==> src/rtl/time_set_ctrl.sv <==
// Mode/edit sequencer for the HH:MM:SS chain: show/set states, field select, auto-repeat INC,
// set-mode inactivity timeout and divider re-align on exit. Optional blink: TIME_SET_BLINK_EN.
module time_set_ctrl #(
    parameter int REPEAT_DLY_CYC = 25_000_000,
    parameter int REPEAT_PER_CYC = 5_000_000,
    parameter int TIMEOUT_CYC    = 500_000_000,
    parameter int BLINK_HALF_CYC = 12_500_000
) (
    input  logic       i_clk,
    input  logic       i_rst_n,
    input  logic       i_btn_mode,
    input  logic       i_btn_inc,
    input  logic       i_btn_inc_held,
    output logic       o_tick_en,
    output logic       o_div_clr,
    output logic       o_inc_sec,
    output logic       o_inc_min,
    output logic       o_inc_hour,
    output logic [1:0] o_disp_sel,
    output logic       o_setting,
    output logic       o_blank
);

    typedef enum logic [2:0] {
        SHW_SEC, SHW_MIN, SHW_HOUR, SET_SEC, SET_MIN, SET_HOUR
    } state_t;

    localparam int RPT_MAX = (REPEAT_DLY_CYC > REPEAT_PER_CYC) ? REPEAT_DLY_CYC : REPEAT_PER_CYC;
    localparam int RW = $clog2(RPT_MAX + 1);
    localparam int TW = $clog2(TIMEOUT_CYC + 1);
    localparam logic [RW-1:0] RPT_DLY = RW'(REPEAT_DLY_CYC);
    localparam logic [RW-1:0] RPT_PER = RW'(REPEAT_PER_CYC);
    localparam logic [TW-1:0] TMO     = TW'(TIMEOUT_CYC);

    state_t        state, state_nxt;
    logic          in_set;
    logic [RW-1:0] rpt_cnt, rpt_cnt_nxt;
    logic          rpt_armed, rpt_armed_nxt;
    logic          rpt_fire;
    logic [TW-1:0] idle_cnt, idle_cnt_nxt;
    logic          timeout;
    logic          exit_set;
    logic          inc_fire;
    logic [1:0]    field;

    assign in_set    = (state == SET_SEC) || (state == SET_MIN) || (state == SET_HOUR);
    assign o_tick_en = ~in_set;

    always_comb begin
        state_nxt     = state;
        rpt_cnt_nxt   = '0;
        rpt_armed_nxt = 1'b0;
        rpt_fire      = 1'b0;
        idle_cnt_nxt  = '0;
        timeout       = 1'b0;
        exit_set      = 1'b0;
        inc_fire      = 1'b0;
        field         = 2'd0;

        if (in_set) begin
            if (!(i_btn_mode || i_btn_inc || i_btn_inc_held)) begin
                if (idle_cnt + 1'b1 == TMO) timeout = 1'b1;
                else                        idle_cnt_nxt = idle_cnt + 1'b1;
            end
            // Two-phase repeat: initial delay, then fixed period once armed.
            if (i_btn_inc_held) begin
                rpt_armed_nxt = rpt_armed;
                if (rpt_cnt + 1'b1 == (rpt_armed ? RPT_PER : RPT_DLY)) begin
                    rpt_fire      = 1'b1;
                    rpt_armed_nxt = 1'b1;
                end else begin
                    rpt_cnt_nxt = rpt_cnt + 1'b1;
                end
            end
        end

        case (state)
            SHW_SEC:  if (i_btn_mode) state_nxt = SET_SEC; else if (i_btn_inc) state_nxt = SHW_MIN;
            SHW_MIN:  if (i_btn_mode) state_nxt = SET_SEC; else if (i_btn_inc) state_nxt = SHW_HOUR;
            SHW_HOUR: if (i_btn_mode) state_nxt = SET_SEC; else if (i_btn_inc) state_nxt = SHW_SEC;
            SET_SEC:  if (i_btn_mode) state_nxt = SET_MIN;
            SET_MIN:  if (i_btn_mode) state_nxt = SET_HOUR;
            SET_HOUR: if (i_btn_mode) begin
                          state_nxt = SHW_SEC;
                          exit_set  = 1'b1;
                      end
            default:  state_nxt = SHW_SEC;
        endcase

        if (in_set && !i_btn_mode && timeout) begin
            state_nxt = SHW_SEC;
            exit_set  = 1'b1;
        end

        // Any state change restarts auto-repeat and suppresses the increment.
        if (in_set && (i_btn_mode || timeout)) begin
            rpt_cnt_nxt   = '0;
            rpt_armed_nxt = 1'b0;
        end else if (in_set) begin
            inc_fire = i_btn_inc || rpt_fire;
        end

        case (state)
            SHW_MIN, SET_MIN:   field = 2'd1;
            SHW_HOUR, SET_HOUR: field = 2'd2;
            default:            field = 2'd0;
        endcase
    end

    always_ff @(posedge i_clk or negedge i_rst_n) begin
        if (!i_rst_n) begin
            state      <= SHW_SEC;
            rpt_cnt    <= '0;
            rpt_armed  <= 1'b0;
            idle_cnt   <= '0;
            o_div_clr  <= 1'b0;
            o_inc_sec  <= 1'b0;
            o_inc_min  <= 1'b0;
            o_inc_hour <= 1'b0;
            o_disp_sel <= 2'd0;
            o_setting  <= 1'b0;
        end else begin
            state      <= state_nxt;
            rpt_cnt    <= rpt_cnt_nxt;
            rpt_armed  <= rpt_armed_nxt;
            idle_cnt   <= idle_cnt_nxt;
            o_div_clr  <= exit_set;
            o_inc_sec  <= inc_fire && (state == SET_SEC);
            o_inc_min  <= inc_fire && (state == SET_MIN);
            o_inc_hour <= inc_fire && (state == SET_HOUR);
            o_disp_sel <= field;
            o_setting  <= in_set;
        end
    end

`ifdef TIME_SET_BLINK_EN
    localparam int BW = $clog2(BLINK_HALF_CYC + 1);
    localparam logic [BW-1:0] BLINK_HALF = BW'(BLINK_HALF_CYC);

    logic [BW-1:0] blink_cnt;
    logic          state_chg;

    assign state_chg = (state_nxt != state);

    always_ff @(posedge i_clk or negedge i_rst_n) begin
        if (!i_rst_n) begin
            blink_cnt <= '0;
            o_blank   <= 1'b0;
        end else if (!in_set || state_chg || inc_fire) begin
            blink_cnt <= '0;
            o_blank   <= 1'b0;
        end else if (blink_cnt + 1'b1 == BLINK_HALF) begin
            blink_cnt <= '0;
            o_blank   <= ~o_blank;
        end else begin
            blink_cnt <= blink_cnt + 1'b1;
        end
    end
`else
    // Blink disabled: the comparison is constant 0 for any legal half-period.
    assign o_blank = (BLINK_HALF_CYC < 0);
`endif

endmodule

==> config.mk <==
export PLATFORM = sky130hd
export DESIGN_NAME = time_set_ctrl
export DESIGN_NICKNAME = d
export VERILOG_FILES = /design/src/rtl/time_set_ctrl.sv
export SDC_FILE = /design/constraint.sdc
export NUM_CORES = 1
export LEC_CHECK = 0
export ABC_CLOCK_PERIOD_IN_PS = 5500
export BUFFER_PORTS_ARGS = -buffer_cell sky130_fd_sc_hd__buf_2
export CAP_MARGIN = 20
export CORE_MARGIN = 2
export CORE_UTILIZATION = 54
export CTS_BUF_LIST = sky130_fd_sc_hd__clkbuf_8
export DETAILED_ROUTE_END_ITERATION = 8
export GPL_TIMING_DRIVEN = 0
export HOLD_SLACK_MARGIN = 0.02
export PLACE_DENSITY = 0.7
export SLEW_MARGIN = 20
export SYNTH_ARGS = -nofsm -noshare
export SYNTH_HDL_FRONTEND = slang
export SYNTH_SLANG_ARGS = --single-unit
==> constraint.sdc <==
create_clock -name i_clk -period 5.5 [get_ports i_clk]
set_input_delay 1.1 -clock i_clk [delete_from_list [all_inputs] [get_ports i_clk]]
set_output_delay 1.1 -clock i_clk [all_outputs]
set_load 0.05 [all_outputs]
Word-level counts from Yosys, hierarchy flattened
Cells that the tools add are included.
{"block": "totals", "output_inout_bits": 9, "elab_cells": 79, "inputBits": 5, "regBits": 65}
{"block": "op_classes", "bitwise": 1, "addsub": 2, "n_eq_ne": 14, "mux": 35, "n_reduce_logical": 17}
{"op": "two-way mux 25 bit", "n": 5}
{"op": "two-way mux 29 bit", "n": 3}
{"op": "two-way mux 3 bit", "n": 10}
{"op": "adder 29 x 1 -> 29 bit, second input constant", "n": 1}
{"op": "== test 29 bit, second input constant", "n": 1}
{"op": "adder 25 x 1 -> 25 bit, second input constant", "n": 1}
{"op": "== test 25 bit", "n": 1}
{"op": "one-hot mux 3 bit (6 select lines)", "n": 1}
{"op": "two-way mux 1 bit", "n": 15}
{"op": "inequality test 4 bit, second input constant", "n": 3}
{"op": "inequality test 3 x 2 -> 1 bit, second input constant", "n": 3}
{"op": "== test 3 x 2 -> 1 bit, second input constant", "n": 2}
{"op": "== test 3 bit, second input constant", "n": 2}
{"op": "logical AND 1 bit", "n": 6}
{"op": "logical OR 1 bit", "n": 6}
{"op": "AND reduction 6 bit", "n": 1}
{"op": "inequality test 4 x 2 -> 1 bit, second input constant", "n": 1}
{"op": "one-hot mux 2 bit (2 select lines)", "n": 1}
{"op": "OR reduction 2 bit", "n": 2}
{"op": "== test 3 x 1 -> 1 bit, second input constant", "n": 1}
{"op": "logical NOT 3 bit", "n": 1}
{"op": "logical NOT 1 bit", "n": 1}
{"op": "NOT 1 bit", "n": 1}

Logic depth before layout (Yosys ltp)
Gate-level depths: netlist of run 1.
{"block": "logic_depth", "ltp_word": 9, "mapped_depth": 11, "ltp_nobuf": 8}

Least setup slack after synthesis of run 1
No wires, ideal clock.
{"block": "synth_timing", "path_kind": "register to register", "from": "register rpt_cnt[0]", "to": "register rpt_cnt[14]", "setup_time_ps": 136, "path_buffers": 2, "path_stages_with_launch": 11, "arrival_ps": 2522, "slack_ps": 2842, "required_time_ps": 5364, "cell_sequence": "dfrtp_1 ha_1 clkbuf_1 and4_1 nand3_1 nor4_1 o22ai_1 nor4_1 o21a_2 buf_4 nor3_1"}
{"block": "synth_via", "elab_chain_len": 6}
{"item": "start, declared", "line_no": "37", "text": "logic [RW-1:0] rpt_cnt, rpt_cnt_nxt;"}
{"item": "start signal, assigned", "line_no": "124", "text": "rpt_cnt <= rpt_cnt_nxt;"}
{"item": "adder 25 x 1 -> 25 bit *", "line_no": "68, 72"}
{"item": "== test 25 bit", "line_no": "68", "text": "if (rpt_cnt + 1'b1 == (rpt_armed ? RPT_PER : RPT_DLY)) begin"}
{"item": "two-way mux 25 bit *", "line_no": "68"}
{"item": "two-way mux 25 bit *", "line_no": "66", "text": "if (i_btn_inc_held) begin"}
{"item": "two-way mux 25 bit *", "line_no": "60", "text": "if (in_set) begin"}
{"item": "two-way mux 25 bit *", "line_no": "96", "text": "if (in_set && (i_btn_mode || timeout)) begin"}
{"item": "net rpt_cnt_nxt[14]", "line_no": "37"}
The timed path passes the listed nets; every way through them passes the cells marked *.
A chain may end at the register's enable or synchronous reset.

Worst setup path after layout of run 1
{"block": "layout_timing", "from": "register rpt_cnt[0]", "to": "register rpt_cnt[18]"}
The elaborated chain is that of the path after synthesis.

==> insert_results.sql, run 1 <==
INSERT INTO impl_metrics (metric_group, metric, value, unit) VALUES
('outcome', 'outcome', 'finished clean', ''),
('placed_design', 'gp_congestion', '0.968', ''),
('setup_path', 'setup.worst_path.start_class', 'register', ''),
('logic_synthesis', 'synth.largest_area_cell', 'sky130_fd_sc_hd__dfrtp_1', ''),
('floorplan', 'starting_utilization_of_the_core_area', '55.1', '%'),
('logic_synthesis', 'post_synth_num_cell_types', '67', ''),
('global_routing', 'global_route_wire_length_before_repair', '16700', 'µm'),
('timing', 'worst_slew_pin_slew', '536', 'ps'),
('timing', 'hold_viol', '0', ''),
('detailed_routing', 'route.antenna.remaining_nets', '0', ''),
('logic_synthesis', 'synth_fp_nets', '500', ''),
('timing', 'finalSetupViolations', '0', ''),
('detailed_routing', 'vias_per_inst', '5.93', ''),
('clock_network', 'clk_path_buf_depth', '2', ''),
('logic_synthesis', 'synth_cells', '493', ''),
('detailed_routing', 'route.layer.met1.wl', '4240', 'µm'),
('logic_synthesis', 'synth_area_per_cell', '8.51', 'µm²'),
('clock_network', 'h-tree-depth', '3', ''),
('timing', 'relSlewSlack', '63.9', '%'),
('timing', 'fin_crit_sh', '60.4', '%'),
('timing', 'tmin_final', '3320', 'ps'),
('finish', 'final_util', '61.0', '%'),
('logic_synthesis', 'synth_ff_type', 'sky130_fd_sc_hd__dfrtp_1', ''),
('logic_synthesis', 'synth_enable_flop_cells', '0', ''),
('floorplan', 'area_inside_the_core_boundary', '7610', 'µm²'),
('clock_network', 'tritoncts_num_sinks', '65', ''),
('logic_synthesis', 'yosys-mux-area-fraction', '0.984', '%'),
('setup_path', 'critical_path_class', 'register to register', ''),
('detailed_routing', 'top_layer', 'met4', ''),
('power', 'power.density_cell_area', '259', 'nW/µm²'),
('floorplan', 'die_area', '8490', 'µm²'),
('detailed_routing', 'drt_iter0_markers', '202', ''),
('logic_synthesis', 'area_fraction_of_the_dominant_cell_type_after_synthesis', '38.8', '%'),
('hold_path', 'sink_of_the_worst_hold_path', 'idle_cnt[0]', ''),
('setup_path', 'crit_fanout', '10', ''),
('floorplan', 'design.portCount', '14', ''),
('power', 'power.switching_fraction', '31.2', '%'),
('logic_synthesis', 'synthTopCellsByArea', 'sky130_fd_sc_hd__dfrtp_1, sky130_fd_sc_hd__xnor2_1, sky130_fd_sc_hd__nor2_1', ''),
('setup_path', 'required', '5710', 'ps'),
('clock_network', 'cts_inserted_buffers', '9', ''),
('hold_path', 'hold_path_startpoint', 'idle_cnt[0]', ''),
('finish', 'insertedDiodeCount', '0', ''),
('power', 'vdd_drop_max', '0.133', 'mV'),
('logic_synthesis', 'synth_warnings', '0', ''),
('clock_network', 'cts_tree', 'yes', ''),
('global_routing', 'grt_overflow_total', '0', ''),
('power', 'total_switching_power', '376', 'µW'),
('floorplan', 'core.rowCount', '32', ''),
('logic_synthesis', 'synth_async_sr_flop_share', '100', '%'),
('timing', 'fmax', '301', 'MHz'),
('power', 'combPwrFrac', '17.6', '%'),
('timing', 'final_max_slew_viol_count', '0', ''),
('global_routing', 'number_of_global_route_vias_before_repair', '3554', ''),
('logic_synthesis', 'synth_seq_cells', '65', ''),
('setup_path', 'worstSetupEndpointType', 'register', ''),
('power', 'p_int', '827', 'µW'),
('power', 'pleak', '1.71', 'nW'),
('detailed_routing', 'overall_via_count_from_detail_route', '3692', ''),
('logic_synthesis', 'synthXorXnorAreaFrac', '9.39', '%'),
('power', 'clock_power_share', '39.4', '%'),
('global_routing', 'initial_antenna_violation_count', '0', ''),
('clock_network', 'clk_latency', '350', 'ps'),
('setup_path', 'reg2reg_depth', '10', ''),
('detailed_routing', 'met2_wirelength', '4740', 'µm'),
('placed_design', 'place_hpwl', '7080', 'µm'),
('clock_network', 'cts.hold.buffers_added', '0', ''),
('global_routing', 'grt_max_degree', '48', ''),
('finish', 'final_nets', '523', ''),
('floorplan', 'die_y_extent', '92.1', 'µm'),
('finish', 'area_delta_synth_final', '10.5', '%'),
('clock_network', 'cts.repair.resized', '0', '');
## synth_stat cells, types with 5 or more instances
cell,number
sky130_fd_sc_hd__a21oi_1,13
sky130_fd_sc_hd__and2_1,7
sky130_fd_sc_hd__and3_1,7
sky130_fd_sc_hd__and4_1,7
sky130_fd_sc_hd__buf_2,9
sky130_fd_sc_hd__clkbuf_1,22
sky130_fd_sc_hd__dfrtp_1,65
sky130_fd_sc_hd__inv_1,8
sky130_fd_sc_hd__nand2_1,35
sky130_fd_sc_hd__nand2b_1,8
sky130_fd_sc_hd__nand3_1,30
sky130_fd_sc_hd__nand4_1,16
sky130_fd_sc_hd__nor2_1,55
sky130_fd_sc_hd__nor3_1,40
sky130_fd_sc_hd__nor3b_1,5
sky130_fd_sc_hd__nor4_1,15
sky130_fd_sc_hd__o211ai_1,5
sky130_fd_sc_hd__o21ai_0,10
sky130_fd_sc_hd__o22ai_1,7
sky130_fd_sc_hd__o31a_1,5
sky130_fd_sc_hd__or3_1,5
sky130_fd_sc_hd__or4_1,7
sky130_fd_sc_hd__xnor2_1,25
sky130_fd_sc_hd__xor2_1,20
## stage by stage
stage / cells / hold slack, ps / area [µm²] / setup slack [ps]
after floorplan: 493 / 454 / 4200 / 2840
after global placement: 606 / 482 / 4380 / 2350
after detailed placement: 607 / 495 / 4410 / 2260
after CTS: 623 / 504 / 4640 / 2260
after global routing: 623 / 523 / 4640 / 1990
final: 623 / 501 / 4640 / 2180
## cells in the final DEF, fill, tap and decap left out, types with 4 or more instances in the layout
| master | count |
|---|---|
| sky130_fd_sc_hd__nand3_1 | 30 |
| sky130_fd_sc_hd__buf_2 | 19 |
| sky130_fd_sc_hd__nor2b_1 | 4 |
| sky130_fd_sc_hd__buf_4 | 4 |
| sky130_fd_sc_hd__inv_1 | 8 |
| sky130_fd_sc_hd__nor4_1 | 15 |
| sky130_fd_sc_hd__o21a_1 | 4 |
| sky130_fd_sc_hd__o21ai_0 | 10 |
| sky130_fd_sc_hd__nand2b_1 | 8 |
| sky130_fd_sc_hd__nand2_1 | 35 |
| sky130_fd_sc_hd__xor2_1 | 20 |
| sky130_fd_sc_hd__a31oi_1 | 4 |
| sky130_fd_sc_hd__nor2_1 | 55 |
| sky130_fd_sc_hd__o22ai_1 | 7 |
| sky130_fd_sc_hd__nor3b_1 | 5 |
| sky130_fd_sc_hd__dfrtp_1 | 65 |
| sky130_fd_sc_hd__and3_1 | 7 |
| sky130_fd_sc_hd__a21oi_1 | 13 |
| sky130_fd_sc_hd__or3_1 | 5 |
| sky130_fd_sc_hd__xnor2_1 | 25 |
| sky130_fd_sc_hd__and4_1 | 7 |
| sky130_fd_sc_hd__clkbuf_8 | 10 |
| sky130_fd_sc_hd__or4_1 | 7 |
| sky130_fd_sc_hd__clkbuf_1 | 22 |
| sky130_fd_sc_hd__nor3_1 | 40 |
| sky130_fd_sc_hd__o31a_1 | 5 |
| sky130_fd_sc_hd__o211ai_1 | 5 |
| sky130_fd_sc_hd__a211oi_1 | 4 |
| sky130_fd_sc_hd__and2_1 | 7 |
| sky130_fd_sc_hd__nand4_1 | 16 |
## power by group through the flow
stage | Sequential, mW | Combinational, mW | Clock, mW
global route | 0.522 | 0.230 | 0.506
finish | 0.518 | 0.211 | 0.474
detailed placement | 0.527 | 0.213 | 0
CTS | 0.517 | 0.213 | 0.484
global placement | 0.526 | 0.208 | 0
floorplan | 0.565 | 0.116 | 0
## per-layer routing
metal | global-route usage [%] | vias to the layer above
li1 | - | 1825
met5 | 0 | -
met3 | 4.35 | 30
met4 | 12.6 | 0
met1 | 31.6 | 1730
met2 | 40.4 | 107
## logic make-up (layout without fill, tap and decap cells)
logic type | Yosys count | count (layout)
other | 1 | 1
buffers and inverters | 47 | 75
adders and majority gates | 2 | 2
muxes | 4 | 4
AOI/OAI and AO/OA | 72 | 72
xor gates and xnor gates | 45 | 45
DFF | 65 | 65
and+or+nand+nor | 257 | 257
## sequential cells by signal, indices dropped and copies added (netlist names)
| name | flops |
|---|---|
| state | 3 |
| o_inc_sec | 1 |
| o_setting | 1 |
| rpt_armed | 1 |
| o_div_clr | 1 |
| rpt_cnt | 25 |
| o_inc_min | 1 |
| o_disp_sel | 2 |
| o_inc_hour | 1 |
| idle_cnt | 29 |
## critical path: stages (launching register included)
cell,delay [ps]
sky130_fd_sc_hd__dfrtp_1,470
sky130_fd_sc_hd__ha_1,210
sky130_fd_sc_hd__clkbuf_1,360
sky130_fd_sc_hd__and4_1,360
sky130_fd_sc_hd__nand3_1,260
sky130_fd_sc_hd__nor4_1,440
sky130_fd_sc_hd__o22ai_1,160
sky130_fd_sc_hd__nor4_1,350
sky130_fd_sc_hd__o21a_2,280
sky130_fd_sc_hd__buf_4,210
sky130_fd_sc_hd__nor3_1,80
## how the worst max path moves through the flow
stage / startpoint / to / cells after the start
final: rpt_cnt[0] / rpt_cnt[18] / 10
after global routing: rpt_cnt[0] / rpt_cnt[19] / 10
after CTS: rpt_cnt[0] / rpt_cnt[18] / 10
after detailed placement: rpt_cnt[0] / rpt_cnt[18] / 10
after global placement: rpt_cnt[0] / rpt_cnt[14] / 10
after floorplan: rpt_cnt[0] / rpt_cnt[14] / 10
## final cells by class
cell class | count | area (µm²)
Tap cell | 102 | 128
Buffer | 39 | 180
Multi-Input combinational cell | 381 | 2360
Timing Repair Buffer | 12 | 85.1
Clock inverter | 6 | 91.3
Fill cell | 680 | 2970
Clock buffer | 10 | 138
Inverter | 8 | 30.0
Sequential cell | 65 | 1630
Power figures use the tool's default switching activity.
==> run 2: changes to the inputs <==
ABC_CLOCK_PERIOD_IN_PS = 2700   (was 5500)
PLACE_DENSITY = 0.73   (was 0.7)
clock period = 2.7 ns   (was 5.5 ns; I/O delays follow)
==> insert_results.sql, run 2 (synthesized netlist as in run 1, its figures left out) <==
INSERT INTO impl_metrics (metric_group, metric, value, unit) VALUES
('setup_path', 'required', '2900', 'ps'),
('floorplan', 'die_area', '8490', 'µm²'),
('timing', 'rsz0062_at_grt', 'true', ''),
('floorplan', 'design.portCount', '14', ''),
('power', 'total_switching_power', '799', 'µW'),
('detailed_routing', 'drt-pass1-iter-count', '6', ''),
('global_routing', 'number_of_global_route_vias_before_repair', '3995', ''),
('finish', 'layout_top_registers', 'idle_cnt: 29 flops, rpt_cnt: 25 flops, state: 3 flops', ''),
('clock_network', 'clk_pin_slew_worst_paths', '90', 'ps'),
('timing', 'tns', '-1350', 'ps'),
('finish', 'insertedDiodeCount', '0', ''),
('setup_path', 'crit_arrival', '3020', 'ps'),
('clock_network', 'clk_latency', '360', 'ps'),
('clock_network', 'cts.hold.buffers_added', '0', ''),
('finish', 'final_util', '68.9', '%'),
('global_routing', 'initial_antenna_violation_count', '0', ''),
('global_routing', 'track_usage', '28.6', '%'),
('floorplan', 'area_inside_the_core_boundary', '7610', 'µm²'),
('setup_path', 'worstPathBufferInverterCount', '3', ''),
('detailed_routing', 'vias_per_inst', '6.50', ''),
('finish', 'final_nets', '550', ''),
('detailed_routing', 'drt_iter0_markers', '296', ''),
('timing', 'worst_slew_pin_slew', '676', 'ps'),
('timing', 'relSlewSlack', '54.9', '%'),
('hold_path', 'hold_path.class', 'input pin to asynchronous set/reset pin', ''),
('setup_path', 'crit_end', 'idle_cnt[8]', ''),
('clock_network', 'cts_inserted_buffers', '9', ''),
('setup_path', 'timing.critical_path.max_delay_family', 'simple AND/OR/NAND/NOR gates', ''),
('clock_network', 'clk_path_buf_depth', '2', ''),
('timing', 'hold_viol', '0', ''),
('detailed_routing', 'finalWirelength', '12100', 'µm'),
('setup_path', 'path_cells', 'buf_6 -> nand4_1 -> or3_1 -> buf_6 -> nor4_4 -> o22ai_1 -> or4_4 -> nor3_4 -> buf_4 -> nor3_1', ''),
('placed_design', 'gp_congestion', '0.928', ''),
('power', 'combPwrFrac', '18.7', '%'),
('timing', 'fmax', '356', 'MHz'),
('setup_path', 'critical-path-slowest-cell', 'sky130_fd_sc_hd__or4_4', ''),
('setup_path', 'setup_slack_reg_to_reg', '-110', 'ps'),
('setup_path', 'cpPeakStageDelay', '480', 'ps'),
('power', 'power.switching_fraction', '33.6', '%'),
('global_routing', 'global_route_wire_length_before_repair', '19300', 'µm'),
('finish', 'n_fill_cell', '583', ''),
('setup_path', 'worstSetupEndpointType', 'register', ''),
('outcome', 'outcome', 'finished with violations', ''),
('power', 'vdd_drop_max', '0.230', 'mV'),
('timing', 'fin_crit_sh', '104', '%'),
('clock_network', 'cts_root_buf', 'sky130_fd_sc_hd__clkbuf_8', ''),
('setup_path', 'critical_path_class', 'register to register', ''),
('floorplan', 'die_y_extent', '92.1', 'µm'),
('outcome', 'failed_checks', 'negative setup slack', ''),
('clock_network', 'tritoncts_num_sinks', '65', ''),
('finish', 'layout.cells.most_common', 'sky130_fd_sc_hd__dfrtp_1', ''),
('run', 'max-cap-violations', '0', ''),
('timing', 'worst_setup_slack_after_layout', '-111', 'ps'),
('setup_path', 'worstReg2RegStart', 'idle_cnt[10]', ''),
('setup_path', 'cp.depth', '10', ''),
('detailed_routing', 'route.antenna.remaining_nets', '0', ''),
('setup_path', 'setup.worst_path.start_class', 'register', ''),
('setup_path', 'crit_fanout', '4', ''),
('placed_design', 'place_hpwl', '7360', 'µm'),
('setup_path', 'reg2reg_to', 'idle_cnt[8]', ''),
('timing', 'tmin_final', '2810', 'ps'),
('detailed_routing', 'route.detailed.drc', '0', ''),
('power', 'power.density_cell_area', '453', 'nW/µm²'),
('setup_path', 'critical_path.startpoint', 'idle_cnt[10]', ''),
('global_routing', 'grt_overflow_total', '0', ''),
('placed_design', 'place.port_buffers', '11', ''),
('finish', 'post_route_cells_drive_above_1_share', '25.7', '%'),
('power', 'p_int', '1.58', 'mW'),
('finish', 'largest_reg_flops', '29', ''),
('finish', 'area_delta_synth_final', '25.0', '%'),
('power', 'report.power.total', '2.38', 'mW'),
('power', 'clock_power_share', '36.8', '%'),
('timing', 'finalSetupViolations', '15', ''),
('placed_design', 'pre_cts_slack', '-622', 'ps'),
('setup_path', 'dominant_cell_type_by_count_on_the_critical_path', 'sky130_fd_sc_hd__buf_6', ''),
('power', 'pleak', '1.99', 'nW'),
('finish', 'layout.cells.most_common_list', 'sky130_fd_sc_hd__dfrtp_1, sky130_fd_sc_hd__nor2_1, sky130_fd_sc_hd__nand2_1', ''),
('clock_network', 'cts_tree', 'yes', ''),
('detailed_routing', 'wire_per_inst', '18.6', 'µm'),
('setup_path', 'reg2reg_depth', '10', ''),
('finish', 'regMostFlops', 'idle_cnt', ''),
('floorplan', 'core.rowCount', '32', ''),
('timing', 'final_max_slew_viol_count', '0', ''),
('floorplan', 'starting_utilization_of_the_core_area', '55.1', '%'),
('power', 'seqPwrFrac', '44.5', '%'),
('detailed_routing', 'overall_via_count_from_detail_route', '4224', ''),
('clock_network', 'h-tree-depth', '3', ''),
('global_routing', 'grt_max_degree', '39', ''),
('timing', 'timing.clock.skew', '18.6', 'ps'),
('floorplan', 'die_width', '92.1', 'µm');
run 2: power groups by stage:
stage	logic [mW]	clock network [mW]	registers (mW)
after floorplan	0.236	0	1.15
after global placement	0.424	0	1.07
after detailed placement	0.435	0	1.07
after CTS	0.436	0.877	1.05
after global routing	0.487	0.921	1.06
final	0.445	0.874	1.06
run 2: worst min-delay path by stage:
stage	startpoint	to	slack, ps	depth (start not counted)
finish	i_rst_n	o_inc_sec	100	1
global route	i_rst_n	o_inc_sec	130	1
detailed placement	i_rst_n	rpt_cnt[4]	490	1
global placement	idle_cnt[0]	idle_cnt[0]	480	1
floorplan	i_rst_n	idle_cnt[0]	240	0
CTS	i_rst_n	o_inc_sec	110	1
run 2: per-layer routing:
metal	track usage, %	wire length, µm	vias up
met1	36.2	4740	2020
met3	3.86	832	73
met2	46.5	5850	246
met4	17.4	690	0
met5	0	0	-
li1	-	-	1885
run 2: through the flow:
| step | hold WS (ps) | cells | cell area, µm² |
|---|---|---|---|
| floorplan | 244 | 493 | 4200 |
| global placement | 480 | 606 | 4380 |
| detailed placement | 487 | 607 | 4400 |
| CTS | 113 | 640 | 4990 |
| global route | 128 | 650 | 5240 |
| finish | 96.2 | 650 | 5240 |
run 2: repair_timing:
action	4_1_cts	5_1_grt
endpoints found under the setup margin	39	38
pin swaps	20	11
gates resized for setup	57	44
setup buffers	21	11
gates cloned	2	1
run 2: layout make-up:
| type | count | area [µm²] | area share (%) |
|---|---|---|---|
| Multi-Input combinational cell | 381 | 2690 | 51.3 |
| Clock inverter | 7 | 77.6 | 1.48 |
| Sequential cell | 65 | 1640 | 31.2 |
| Tap cell | 102 | 128 | 2.43 |
| Inverter | 8 | 30.0 | 0.573 |
| Clock buffer | 9 | 124 | 2.36 |
| Buffer | 31 | 199 | 3.79 |
| Timing Repair Buffer | 47 | 359 | 6.85 |
==> run 3: changes to the inputs <==
RECOVER_POWER = 100   (was default)
==> insert_results.sql, run 3 (synthesized netlist as in run 1, its figures left out) <==
INSERT INTO impl_metrics (metric_group, metric, value, unit) VALUES
('timing', 'worst_slew_pin_slew', '1490', 'ps'),
('setup_path', 'worstSetupEndpointType', 'register', ''),
('outcome', 'failed_checks', 'negative setup slack', ''),
('timing', 'fin_crit_sh', '104', '%'),
('detailed_routing', 'route.antenna.remaining_nets', '0', ''),
('finish', 'final_nets', '550', ''),
('floorplan', 'starting_utilization_of_the_core_area', '55.1', '%'),
('clock_network', 'clk_pin_slew_worst_paths', '80', 'ps'),
('timing', 'final_max_slew_viol_count', '0', ''),
('placed_design', 'place.port_buffers', '11', ''),
('setup_path', 'critical-path-slowest-cell', 'sky130_fd_sc_hd__or4_4', ''),
('clock_network', 'cts_inserted_buffers', '9', ''),
('setup_path', 'reg2reg_depth', '10', ''),
('clock_network', 'cts_root_buf', 'sky130_fd_sc_hd__clkbuf_8', ''),
('clock_network', 'cts_tree', 'yes', ''),
('global_routing', 'number_of_global_route_vias_before_repair', '3995', ''),
('timing', 'whs', '520', 'ps'),
('run', 'max-cap-violations', '0', ''),
('setup_path', 'worstReg2RegStart', 'idle_cnt[10]', ''),
('outcome', 'outcome', 'finished with violations', ''),
('timing', 'relSlewSlack', '0.907', '%'),
('finish', 'layout.cells.most_common', 'sky130_fd_sc_hd__dfrtp_1', ''),
('hold_path', 'hold_path.class', 'register to register', ''),
('global_routing', 'initial_antenna_violation_count', '0', ''),
('global_routing', 'track_usage', '28.6', '%'),
('timing', 'hold_viol', '0', ''),
('finish', 'largest_reg_flops', '29', ''),
('detailed_routing', 'vias_per_inst', '6.46', ''),
('timing', 'rsz0062_at_grt', 'true', ''),
('floorplan', 'core.rowCount', '32', ''),
('detailed_routing', 'overall_via_count_from_detail_route', '4199', ''),
('finish', 'post_route_cells_drive_above_1_share', '23.7', '%'),
('timing', 'worst_setup_slack_after_layout', '-106', 'ps'),
('detailed_routing', 'drt-pass1-iter-count', '6', ''),
('detailed_routing', 'drt_iter0_markers', '308', ''),
('global_routing', 'grt_max_degree', '39', ''),
('setup_path', 'critical_path_class', 'register to register', ''),
('floorplan', 'design.portCount', '14', ''),
('timing', 'timing.clock.skew', '19.1', 'ps'),
('power', 'power.density_cell_area', '454', 'nW/µm²'),
('setup_path', 'cpPeakStageDelay', '480', 'ps'),
('hold_path', 'whs_path_depth', '1', ''),
('clock_network', 'h-tree-depth', '3', ''),
('global_routing', 'grt_overflow_total', '0', ''),
('finish', 'area_delta_synth_final', '24.0', '%'),
('hold_path', 'hold_path_startpoint', 'idle_cnt[0]', ''),
('setup_path', 'reg2reg_to', 'idle_cnt[8]', ''),
('clock_network', 'clk_latency', '360', 'ps'),
('timing', 'fmax', '356', 'MHz'),
('floorplan', 'die_area', '8490', 'µm²'),
('global_routing', 'global_route_wire_length_before_repair', '19300', 'µm'),
('finish', 'layout_top_registers', 'idle_cnt: 29 flops, rpt_cnt: 25 flops, state: 3 flops', ''),
('finish', 'n_fill_cell', '594', ''),
('floorplan', 'die_width', '92.1', 'µm'),
('timing', 'finalSetupViolations', '28', ''),
('power', 'report.power.total', '2.36', 'mW'),
('setup_path', 'worstPathBufferInverterCount', '3', ''),
('clock_network', 'tritoncts_num_sinks', '65', ''),
('power', 'pleak', '1.95', 'nW'),
('setup_path', 'setup.worst_path.start_class', 'register', ''),
('hold_path', 'sink_of_the_worst_hold_path', 'idle_cnt[0]', ''),
('setup_path', 'timing.critical_path.max_delay_family', 'simple AND/OR/NAND/NOR gates', ''),
('finish', 'regMostFlops', 'idle_cnt', ''),
('finish', 'layout.cells.most_common_list', 'sky130_fd_sc_hd__dfrtp_1, sky130_fd_sc_hd__nor2_1, sky130_fd_sc_hd__nand2_1', ''),
('floorplan', 'area_inside_the_core_boundary', '7610', 'µm²'),
('setup_path', 'dominant_cell_type_by_count_on_the_critical_path', 'sky130_fd_sc_hd__buf_6', ''),
('setup_path', 'path_cells', 'buf_6 -> nand4_1 -> or3_1 -> buf_6 -> nor4_4 -> o22ai_1 -> or4_4 -> nor3_4 -> buf_4 -> nor3_1', ''),
('detailed_routing', 'finalWirelength', '12100', 'µm'),
('finish', 'insertedDiodeCount', '0', ''),
('setup_path', 'crit_arrival', '3010', 'ps'),
('placed_design', 'place_hpwl', '7360', 'µm'),
('detailed_routing', 'wire_per_inst', '18.6', 'µm'),
('setup_path', 'crit_fanout', '4', ''),
('power', 'vdd_drop_max', '0.230', 'mV'),
('clock_network', 'clk_path_buf_depth', '2', ''),
('setup_path', 'required', '2900', 'ps'),
('placed_design', 'gp_congestion', '0.928', ''),
('floorplan', 'die_y_extent', '92.1', 'µm'),
('setup_path', 'setup_slack_reg_to_reg', '-110', 'ps'),
('timing', 'tmin_final', '2810', 'ps'),
('detailed_routing', 'route.detailed.drc', '0', '');
==> run 3: timing repair <==
item | in CTS | in global routing
endpoints found under the setup margin | 39 | 38
resized for setup | 57 | 44
setup buffers | 21 | 11
gates cloned | 2 | 1
pin swaps | 20 | 11
hold buffers | 0 | 0
==> run 3: worst register-to-register path, cell delays in order (launching register included) <==
cell and delay (ps):
sky130_fd_sc_hd__dfrtp_1 400, sky130_fd_sc_hd__buf_6 120, sky130_fd_sc_hd__nand4_1 180, sky130_fd_sc_hd__or3_1 370, sky130_fd_sc_hd__buf_6 140, sky130_fd_sc_hd__nor4_4 260, sky130_fd_sc_hd__o22ai_1 120, sky130_fd_sc_hd__or4_4 480
sky130_fd_sc_hd__nor3_4 360, sky130_fd_sc_hd__buf_4 190, sky130_fd_sc_hd__nor3_1 50
==> run 3: metal layers <==
layer	share of wire, %	routed length [µm]	GRT usage, %	up-vias
met5	0	0	0	-
met4	5.4	657	17.4	0
met3	7.0	845	3.86	64
met2	49	5900	46.5	238
met1	39	4690	36.2	2016
li1	-	-	-	1881
==> run 3: area by class of cell <==
| type | count | area (µm²) | area share [%] |
|---|---|---|---|
| multi-input combinational | 381 | 2680 | 51.5 |
| sequential | 65 | 1640 | 31.5 |
| timing repair buffer | 47 | 330 | 6.35 |
| buffer | 31 | 196 | 3.77 |
| tap | 102 | 128 | 2.45 |
| clock buffer | 9 | 124 | 2.38 |
| clock inverter | 7 | 77.6 | 1.49 |
| inverter | 8 | 30.0 | 0.577 |
==> run 3: worst max-delay path by stage <==
| stage | start | endpoint | slack [ps] | depth (start not counted) |
|---|---|---|---|---|
| after detailed placement | rpt_cnt[0] | rpt_cnt[14] | -620 | 10 |
| final | idle_cnt[10] | idle_cnt[8] | -110 | 10 |
| after global placement | rpt_cnt[4] | rpt_cnt[14] | -530 | 10 |
| after floorplan | rpt_cnt[0] | rpt_cnt[14] | 40 | 10 |
| after CTS | idle_cnt[10] | idle_cnt[8] | -10 | 9 |
| after global routing | idle_cnt[2] | idle_cnt[10] | -210 | 8 |
==> run 3: power breakdown <==
part	switching [mW]	internal, mW	leakage, nW
clock	0.438	0.436	0.105
combinational	0.325	0.104	0.962
sequential	0.0339	1.02	0.884
total	0.798	1.56	1.95
==> run 3: through the flow <==
stage | cell area, µm² | worst slack, ps | instances | util, % | TNS [ps]
5_1_grt | 5200 | -207 | 650 | 68.4 | -6130
6_report | 5200 | -106 | 650 | 68.4 | -1600
4_1_cts | 4990 | -10.1 | 640 | 65.6 | -34.8
3_3_place_gp | 4380 | -535 | 606 | 57.5 | -11110
3_5_place_dp | 4400 | -622 | 607 | 57.8 | -12940
2_1_floorplan | 4200 | 41.7 | 493 | - | 0
